===== config.mk =====
export PLATFORM = sky130hd
export DESIGN_NAME = irrigation_sequencer_flat
export DESIGN_NICKNAME = d
export VERILOG_FILES = /design/src/rtl/irrigation_pkg.sv /design/src/rtl/irrigation_sequencer_if.sv /design/src/rtl/tick_prescaler.sv /design/src/rtl/irrigation_sequencer.sv /design/src/flat_wrapper.sv
export SDC_FILE = /design/constraint.sdc
export NUM_CORES = 1
export LEC_CHECK = 0
export ABC_AREA = 1
export CAP_MARGIN = 25
export CORE_ASPECT_RATIO = 1.2
export CORE_MARGIN = 1
export CORE_UTILIZATION = 45
export CTS_CLUSTER_SIZE = 30
export DETAILED_ROUTE_END_ITERATION = 10
export PLACE_DENSITY = 0.72
export SETUP_SLACK_MARGIN = 0.05
export SYNTH_ARGS = -nofsm -noshare
export SYNTH_HDL_FRONTEND = slang
export SYNTH_SLANG_ARGS = --single-unit

===== constraint.sdc =====
create_clock -name clk -period 1.75 [get_ports clk]
set_input_delay 0.35 -clock clk [delete_from_list [all_inputs] [get_ports clk]]
set_output_delay 0.35 -clock clk [all_outputs]
set_load 0.02 [all_outputs]

===== src/rtl/irrigation_pkg.sv =====
// Shared types and constants for the irrigation valve sequencer.
package irrigation_pkg;

  localparam logic [1:0] MODE_NONE      = 2'b00;
  localparam logic [1:0] MODE_DRIP      = 2'b01;
  localparam logic [1:0] MODE_SPRINKLER = 2'b10;
  localparam logic [1:0] MODE_AUTO      = 2'b11;

  typedef enum logic [2:0] {
    StIdle  = 3'd0,
    StGuard = 3'd1,
    StWater = 3'd2,
    StFill  = 3'd3,
    StFault = 3'd4
  } state_e;

  typedef enum logic {
    SelDrip      = 1'b0,
    SelSprinkler = 1'b1
  } sel_e;

  function automatic int unsigned max3(input int unsigned a, input int unsigned b,
                                       input int unsigned c);
    int unsigned m;
    m = (a > b) ? a : b;
    return (m > c) ? m : c;
  endfunction

endpackage


===== src/rtl/irrigation_sequencer_if.sv =====
// Sensor/mode inputs and valve/status outputs of the irrigation sequencer.
interface irrigation_sequencer_if;
  logic [1:0] mode;
  logic       soil_dry;
  logic       soil_very_dry;
  logic       tank_low;
  logic       tank_full;
  logic       valve_sprinkler;
  logic       valve_drip;
  logic       valve_fill;
  logic       busy;
  logic       alarm;
  logic [2:0] state;

  modport master (
    output mode, soil_dry, soil_very_dry, tank_low, tank_full,
    input  valve_sprinkler, valve_drip, valve_fill, busy, alarm, state
  );

  modport slave (
    input  mode, soil_dry, soil_very_dry, tank_low, tank_full,
    output valve_sprinkler, valve_drip, valve_fill, busy, alarm, state
  );
endinterface


===== src/rtl/tick_prescaler.sv =====
// Free-running divider: one-cycle tick every TICK_DIV clocks.
module tick_prescaler #(
  parameter int unsigned TICK_DIV = 50_000_000
) (
  input  logic clk,
  input  logic reset_n,
  output logic tick
);

  localparam int unsigned CntW = (TICK_DIV > 1) ? $clog2(TICK_DIV) : 1;
  localparam logic [CntW-1:0] CntLast = CntW'(TICK_DIV - 1);

  logic [CntW-1:0] cnt_q, cnt_d;

  assign tick = (cnt_q == CntLast);

  always_comb begin
    cnt_d = tick ? '0 : cnt_q + CntW'(1);
  end

  always_ff @(posedge clk or negedge reset_n) begin
    if (!reset_n) begin
      cnt_q <= '0;
    end else begin
      cnt_q <= cnt_d;
    end
  end

endmodule


===== src/rtl/irrigation_sequencer.sv =====
// Valve sequencer: synchronizes sensors, guards valve opening with a dead time,
// bounds watering/refill by a tick timer and latches faults.
module irrigation_sequencer
  import irrigation_pkg::*;
#(
  parameter int unsigned TICK_DIV    = 50_000_000,
  parameter int unsigned GUARD_TICKS = 2,
  parameter int unsigned WATER_MAX   = 600,
  parameter int unsigned FILL_MAX    = 300
) (
  input logic                   clk,
  input logic                   reset_n,
  irrigation_sequencer_if.slave ctrl_io
);

  localparam int unsigned TimerW = $clog2(max3(GUARD_TICKS, WATER_MAX, FILL_MAX)) + 1;
  // Compare against N-1: the limit fires on the Nth tick itself, not one cycle later.
  localparam logic [TimerW-1:0] GuardLast = TimerW'(GUARD_TICKS - 1);
  localparam logic [TimerW-1:0] WaterLast = TimerW'(WATER_MAX - 1);
  localparam logic [TimerW-1:0] FillLast  = TimerW'(FILL_MAX - 1);

  logic tick;

  tick_prescaler #(
    .TICK_DIV (TICK_DIV)
  ) u_prescaler (
    .clk     (clk),
    .reset_n (reset_n),
    .tick    (tick)
  );

  logic [5:0] sync1_q, sync2_q;
  logic [1:0] mode_s;
  logic       soil_dry_s, soil_very_dry_s, tank_low_s, tank_full_s;

  always_ff @(posedge clk or negedge reset_n) begin
    if (!reset_n) begin
      sync1_q <= '0;
      sync2_q <= '0;
    end else begin
      sync1_q <= {ctrl_io.mode, ctrl_io.soil_dry, ctrl_io.soil_very_dry,
                  ctrl_io.tank_low, ctrl_io.tank_full};
      sync2_q <= sync1_q;
    end
  end

  assign {mode_s, soil_dry_s, soil_very_dry_s, tank_low_s, tank_full_s} = sync2_q;

  logic moist_dry;
  logic demand_vld;
  sel_e demand_sel;

  assign moist_dry = soil_dry_s | soil_very_dry_s;

  always_comb begin
    demand_vld = 1'b0;
    demand_sel = SelDrip;
    case (mode_s)
      MODE_DRIP:      demand_vld = moist_dry;
      MODE_SPRINKLER: begin
        demand_vld = moist_dry;
        demand_sel = SelSprinkler;
      end
      MODE_AUTO:      begin
        demand_vld = moist_dry;
        demand_sel = soil_very_dry_s ? SelSprinkler : SelDrip;
      end
      default:        ;
    endcase
  end

  state_e            state_q, state_d;
  sel_e              sel_q, sel_d;
  logic [1:0]        mode_ref_q, mode_ref_d;
  logic [TimerW-1:0] timer_q, timer_d;
  logic              guard_done, water_done, fill_done;

  assign guard_done = tick && (timer_q >= GuardLast);
  assign water_done = tick && (timer_q >= WaterLast);
  assign fill_done  = tick && (timer_q >= FillLast);

  always_comb begin
    state_d    = state_q;
    sel_d      = sel_q;
    mode_ref_d = mode_ref_q;
    if (tank_low_s && tank_full_s) begin
      state_d = StFault;
    end else begin
      case (state_q)
        StIdle: begin
          if (tank_low_s) begin
            state_d = StFill;
          end else if (demand_vld) begin
            state_d    = StGuard;
            sel_d      = demand_sel;
            mode_ref_d = mode_s;
          end
        end
        StGuard: if (guard_done) state_d = StWater;
        StWater: begin
          if (tank_low_s) begin
            state_d = StFill;
          end else if (water_done || !moist_dry || (mode_s != mode_ref_q)) begin
            state_d = StIdle;
          end
        end
        StFill: begin
          if (tank_full_s) begin
            state_d = StIdle;
          end else if (fill_done) begin
            state_d = StFault;
          end
        end
        StFault: if (mode_s == MODE_NONE) state_d = StIdle;
        default: state_d = StIdle;
      endcase
    end
  end

  // Timer restarts on every state entry and saturates rather than wrapping.
  always_comb begin
    if (state_d != state_q) begin
      timer_d = '0;
    end else if (tick && (timer_q != '1)) begin
      timer_d = timer_q + TimerW'(1);
    end else begin
      timer_d = timer_q;
    end
  end

  always_ff @(posedge clk or negedge reset_n) begin
    if (!reset_n) begin
      state_q    <= StIdle;
      sel_q      <= SelDrip;
      mode_ref_q <= MODE_NONE;
      timer_q    <= '0;
    end else begin
      state_q    <= state_d;
      sel_q      <= sel_d;
      mode_ref_q <= mode_ref_d;
      timer_q    <= timer_d;
    end
  end

  assign ctrl_io.valve_sprinkler = (state_q == StWater) && (sel_q == SelSprinkler);
  assign ctrl_io.valve_drip      = (state_q == StWater) && (sel_q == SelDrip);
  assign ctrl_io.valve_fill      = (state_q == StFill);
  assign ctrl_io.busy            = (state_q != StIdle);
  assign ctrl_io.alarm           = (state_q == StFault);
  assign ctrl_io.state           = state_q;

endmodule

===== src/flat_wrapper.sv =====
// flat-port wrapper written by rule: the top's interface ports become plain ports
module irrigation_sequencer_flat import irrigation_pkg::*;
#(
  parameter int unsigned TICK_DIV    = 50_000_000,
  parameter int unsigned GUARD_TICKS = 2,
  parameter int unsigned WATER_MAX   = 600,
  parameter int unsigned FILL_MAX    = 300
)
  (clk, reset_n, ctrl_io_mode, ctrl_io_soil_dry, ctrl_io_soil_very_dry, ctrl_io_tank_low, ctrl_io_tank_full, ctrl_io_valve_sprinkler, ctrl_io_valve_drip, ctrl_io_valve_fill, ctrl_io_busy, ctrl_io_alarm, ctrl_io_state);
  irrigation_sequencer_if ctrl_io_i ();
  input logic clk;
  input logic reset_n;
  input wire logic [$bits(ctrl_io_i.mode)-1:0] ctrl_io_mode;
  input wire logic [$bits(ctrl_io_i.soil_dry)-1:0] ctrl_io_soil_dry;
  input wire logic [$bits(ctrl_io_i.soil_very_dry)-1:0] ctrl_io_soil_very_dry;
  input wire logic [$bits(ctrl_io_i.tank_low)-1:0] ctrl_io_tank_low;
  input wire logic [$bits(ctrl_io_i.tank_full)-1:0] ctrl_io_tank_full;
  output wire logic [$bits(ctrl_io_i.valve_sprinkler)-1:0] ctrl_io_valve_sprinkler;
  output wire logic [$bits(ctrl_io_i.valve_drip)-1:0] ctrl_io_valve_drip;
  output wire logic [$bits(ctrl_io_i.valve_fill)-1:0] ctrl_io_valve_fill;
  output wire logic [$bits(ctrl_io_i.busy)-1:0] ctrl_io_busy;
  output wire logic [$bits(ctrl_io_i.alarm)-1:0] ctrl_io_alarm;
  output wire logic [$bits(ctrl_io_i.state)-1:0] ctrl_io_state;
  assign ctrl_io_i.mode = ctrl_io_mode;
  assign ctrl_io_i.soil_dry = ctrl_io_soil_dry;
  assign ctrl_io_i.soil_very_dry = ctrl_io_soil_very_dry;
  assign ctrl_io_i.tank_low = ctrl_io_tank_low;
  assign ctrl_io_i.tank_full = ctrl_io_tank_full;
  assign ctrl_io_valve_sprinkler = ctrl_io_i.valve_sprinkler;
  assign ctrl_io_valve_drip = ctrl_io_i.valve_drip;
  assign ctrl_io_valve_fill = ctrl_io_i.valve_fill;
  assign ctrl_io_busy = ctrl_io_i.busy;
  assign ctrl_io_alarm = ctrl_io_i.alarm;
  assign ctrl_io_state = ctrl_io_i.state;
  irrigation_sequencer #(.TICK_DIV(TICK_DIV), .GUARD_TICKS(GUARD_TICKS), .WATER_MAX(WATER_MAX), .FILL_MAX(FILL_MAX)) u_core (.clk(clk), .reset_n(reset_n), .ctrl_io(ctrl_io_i));
endmodule

==> run_summary.xml <==
<?xml version="1.0" encoding="UTF-8"?>
<metrics>
  <group name="drt">
    <metric name="drtAntennaViolNets" unit="">0</metric>
    <metric name="avgViaCountPerCell" unit="">5.005</metric>
    <metric name="drt_first_pass_iters" unit="">5</metric>
    <metric name="dr_wl_cell" unit="um">13.49</metric>
    <metric name="detail_route.iter0.violations" unit="">143</metric>
    <metric name="drc" unit="">0</metric>
    <metric name="finalWirelength" unit="um">7890</metric>
    <metric name="routed-via-count" unit="">2928</metric>
  </group>
  <group name="layout">
    <metric name="layout-drive-gt1-share" unit="%">41.20</metric>
    <metric name="postLayoutCoreUtil" unit="%">68.91</metric>
    <metric name="antenna_cells" unit="">0</metric>
    <metric name="finalNetCount" unit="">510</metric>
    <metric name="final_design_area_no_fill" unit="um^2">4414</metric>
    <metric name="final-instance-count-excl-fill" unit="">585</metric>
    <metric name="areaGrowthSynthToFinish" unit="%">48.30</metric>
    <metric name="nFillCells" unit="">465</metric>
  </group>
  <group name="critical_path">
    <metric name="setup.worst_path.end_class" unit="">flip-flop</metric>
    <metric name="arrival" unit="ns">2.30</metric>
    <metric name="rr_startpoint" unit="">u_core.timer_q[0]$_DFFE_PN0P_</metric>
    <metric name="critical_path_cell_by_cell" unit="">buf_6 -&gt; ha_4 -&gt; nor3_2 -&gt; nand3_1 -&gt; nand2_1 -&gt; nand3_1 -&gt; nand3_2 -&gt; nand2_2 -&gt; nand2_2 -&gt; nand2_2 -&gt; nor2_4 -&gt; nand2_4 -&gt; nor2_2</metric>
    <metric name="path_depth" unit="">13</metric>
    <metric name="critPathCapture" unit="">u_core.timer_q[9]$_DFFE_PN0P_</metric>
    <metric name="r2r.worst_path.cells" unit="">13</metric>
    <metric name="critical_path.startpoint_type" unit="">flip-flop</metric>
    <metric name="regToRegSetupSlack" unit="ns">-0.30</metric>
    <metric name="critical_path_required" unit="ns">2.00</metric>
    <metric name="path_delay_family" unit="">simple AND/OR/NAND/NOR gates</metric>
    <metric name="critical-path-top-cell-by-count" unit="">nand2_2</metric>
    <metric name="cp-startpoint" unit="">u_core.timer_q[0]$_DFFE_PN0P_</metric>
    <metric name="cpMaxStageDelayCell" unit="">dfrtp_1</metric>
    <metric name="worstPathBufferInverterCount" unit="">1</metric>
    <metric name="reg2reg_to" unit="">u_core.timer_q[9]$_DFFE_PN0P_</metric>
    <metric name="critPathKind" unit="">reg -&gt; reg</metric>
    <metric name="critPathMaxStageDelay" unit="ns">0.42</metric>
    <metric name="critPathMaxFanout" unit="">6</metric>
  </group>
  <group name="synthesis">
    <metric name="most_used_standard_cell_by_instance_count_after_synthesis" unit="">nand2_1</metric>
    <metric name="syn_nets" unit="">386</metric>
    <metric name="postSynth.topFlopCell" unit="">dfrtp_1</metric>
    <metric name="netlist_area" unit="um^2">2977</metric>
    <metric name="yosys-top-cells-area" unit="">dfrtp_1 46%, nand2_1 9.0%, inv_1 7.3%, nor2_1 6.6%, xor2_1 4.1%</metric>
    <metric name="ys_seq_area_share" unit="%">46.24</metric>
    <metric name="synth_cell_types" unit="">35</metric>
    <metric name="synth_async_sr_flop_share" unit="%">100.0</metric>
    <metric name="synth_seq_cells" unit="">55</metric>
    <metric name="synth_top_cell_area_share" unit="%">46.24</metric>
    <metric name="synth-warning-count" unit="">0</metric>
    <metric name="synth_commonest_cells" unit="">71 x nand2_1, 58 x inv_1, 55 x dfrtp_1, 52 x nor2_1, 24 x nand3_1</metric>
    <metric name="yosys.area.top_type" unit="">dfrtp_1</metric>
    <metric name="synthesis.area_per_instance" unit="um^2">7.938</metric>
    <metric name="synth-edff-count" unit="">0</metric>
    <metric name="netlist_instances" unit="">375</metric>
  </group>
  <group name="placement">
    <metric name="hpwl" unit="um">5032</metric>
    <metric name="place_area" unit="um^2">3826</metric>
    <metric name="numPlacedInstances" unit="">549</metric>
    <metric name="place_ws" unit="ns">-0.3108</metric>
    <metric name="globalplace.congestion" unit="">0.8882</metric>
    <metric name="port-buffer-count" unit="">15</metric>
  </group>
  <group name="global_routing">
    <metric name="wire_length_of_the_first_global_routing_pass" unit="um">13020</metric>
    <metric name="antenna_found_initial" unit="">0</metric>
    <metric name="grt.overflow.total" unit="">0</metric>
    <metric name="first_global_vias" unit="">3027</metric>
    <metric name="global_router_s_overall_resource_usage" unit="%">23.25</metric>
    <metric name="grt_start_max_net_pins" unit="">56</metric>
  </group>
  <group name="outcome">
    <metric name="violated_checks" unit="">setup timing</metric>
    <metric name="outcome" unit="">finished, violations left</metric>
  </group>
  <group name="floorplan">
    <metric name="fp.dieH" unit="um">91.10</metric>
    <metric name="io_pins" unit="">16</metric>
    <metric name="core-area" unit="um^2">6406</metric>
    <metric name="num_rows" unit="">32</metric>
    <metric name="die_w" unit="um">76.25</metric>
    <metric name="initial_utilization" unit="%">46.46</metric>
    <metric name="die_area" unit="um^2">6946</metric>
  </group>
  <group name="clock_tree">
    <metric name="postCtsHoldBufs" unit="">0</metric>
    <metric name="clkTransAtPathRegs" unit="ns">0.10</metric>
    <metric name="clock_latency" unit="ns">0.31</metric>
    <metric name="cts-root-to-sink-buffers" unit="">2</metric>
    <metric name="tritoncts.num_buffers" unit="">5</metric>
    <metric name="cts.root.buffer_cell" unit="">clkbuf_8</metric>
    <metric name="tritoncts_clock_tree" unit="">yes</metric>
    <metric name="h-tree-depth" unit="">2</metric>
    <metric name="cts.sink_count" unit="">55</metric>
  </group>
  <group name="run">
    <metric name="drv.max_cap_violation_count" unit="">0</metric>
  </group>
  <group name="timing">
    <metric name="setup_repair_after_global_routing_missed_its_margin" unit="">true</metric>
    <metric name="post-route-worst-setup-slack" unit="ns">-0.3006</metric>
    <metric name="hold_ws" unit="ns">0.03828</metric>
    <metric name="fin_tns_setup" unit="ns">-4.341</metric>
    <metric name="fin_worst_skew" unit="ns">0.005896</metric>
    <metric name="hold_violations" unit="">0</metric>
    <metric name="slew_at_the_pin_closest_to_its_max_slew_limit" unit="ns">0.3852</metric>
    <metric name="min_period" unit="ns">2.051</metric>
    <metric name="fin_crit_share" unit="%">117.2</metric>
    <metric name="achievable-frequency" unit="GHz">0.4877</metric>
    <metric name="report.final.slew_viol_count" unit="">0</metric>
    <metric name="setup_violations" unit="">25</metric>
    <metric name="relSlewSlack" unit="%">74.12</metric>
  </group>
  <group name="pwr">
    <metric name="leakagePower" unit="nW">2.228</metric>
    <metric name="total_power" unit="mW">2.810</metric>
    <metric name="vdd_drop_max" unit="mV">0.5282</metric>
    <metric name="cellPowerDensity" unit="nW/um^2">636.5</metric>
  </group>
  <group name="min_path">
    <metric name="hold_path.class" unit="">in -&gt; async</metric>
  </group>
</metrics>
-- area by class of cell --
type / instances / area (um^2) / area share, %
clock inverter: 3 / 20.02 / 0.4535
sequential: 55 / 1378 / 31.21
multi-input combinational: 258 / 1648 / 37.33
clock buffer: 5 / 68.82 / 1.559
inverter: 61 / 240.2 / 5.442
tap: 85 / 106.4 / 2.409
timing repair buffer: 118 / 953.4 / 21.60
-- worst register-to-register path, cell delays in order, from the launching register on --
cell	delay [ns]
dfrtp_1	0.42
buf_6	0.14
ha_4	0.15
nor3_2	0.15
nand3_1	0.13
nand2_1	0.11
nand3_1	0.11
nand3_2	0.13
nand2_2	0.08
nand2_2	0.10
nand2_2	0.07
nor2_4	0.15
nand2_4	0.13
nor2_2	0.11
-- worst min path at each step --
stage / endpoint / cells past startpoint / slack (ns) / start
6_report: u_core.sel_q$_DFFE_PN0P_ / 2 / 0.04 / reset_n
5_1_grt: u_core.timer_q[7]$_DFFE_PN0P_ / 2 / 0.04 / reset_n
4_1_cts: u_core.sync1_q[0]$_DFF_PN0_ / 2 / 0.04 / reset_n
3_5_place_dp: u_core.sync2_q[0]$_DFF_PN0_ / 0 / 0.34 / u_core.sync1_q[0]$_DFF_PN0_
3_3_place_gp: u_core.sync2_q[1]$_DFF_PN0_ / 0 / 0.33 / u_core.sync1_q[1]$_DFF_PN0_
2_1_floorplan: u_core.ctrl_io.state[0]$_DFF_PN0_ / 0 / 0.05 / reset_n
-- flip-flops by register name, summed over array words and instances (netlist names) --
register and count:
u_core.mode_ref_q 2, u_core.ctrl_io.state 3, u_core.u_prescaler.cnt_q 26, u_core.sync1_q 6
u_core.sel_q 1, u_core.timer_q 11, u_core.sync2_q 6
-- logic make-up (layout without fill, tap and decap cells) --
group	after synthesis	after routing	synth area share, %
flip-flops	55	55	46.24
AND/OR/NAND/NOR	207	208	33.63
XOR/XNOR	15	15	4.414
AO/OA/AOI/OAI	32	32	6.095
buffers and inverters	63	187	8.365
adder cells (fa/ha/maj)	3	3	1.261
-- layout by cell type, fill, tap and decap left out, types with 8 or more instances in the layout --
| cell | Yosys | routed |
|---|---|---|
| a21oi_1 | 12 | 11 |
| buf_4 | 0 | 92 |
| buf_6 | 1 | 12 |
| dfrtp_1 | 55 | 54 |
| inv_1 | 58 | 55 |
| nand2_1 | 71 | 57 |
| nand2_2 | 8 | 19 |
| nand3_1 | 24 | 16 |
| nand3_2 | 2 | 8 |
| nand4_1 | 8 | 8 |
| nor2_1 | 52 | 42 |
| nor2_2 | 15 | 17 |
| nor2_4 | 4 | 12 |
| nor3_1 | 14 | 8 |
| o21ai_0 | 9 | 8 |
| xor2_1 | 14 | 13 |
-- power by group --
| part | switching, mW | total (mW) | internal, mW | leakage (nW) |
|---|---|---|---|---|
| logic | 0.432 | 0.709 | 0.277 | 1.47 |
| clock network | 0.435 | 0.714 | 0.280 | 0.0402 |
| registers | 0.0526 | 1.39 | 1.33 | 0.717 |
| total | 0.919 | 2.81 | 1.89 | 2.23 |
-- routing by layer --
metal / routed length, um / global-route usage, %
met5: 0 / 0
met4: 215 / 8.173
met3: 223 / 3.015
met2: 4242 / 43.77
met1: 3209 / 26.63
-- repair_timing --
action                     CTS  global route
gates resized for setup     71            36
setup endpoints to repair   32            33
gates cloned                 1             0
buffers inserted            16            12
pin swaps                   22            21
Note: power is estimated with default switching activity, not from simulation.
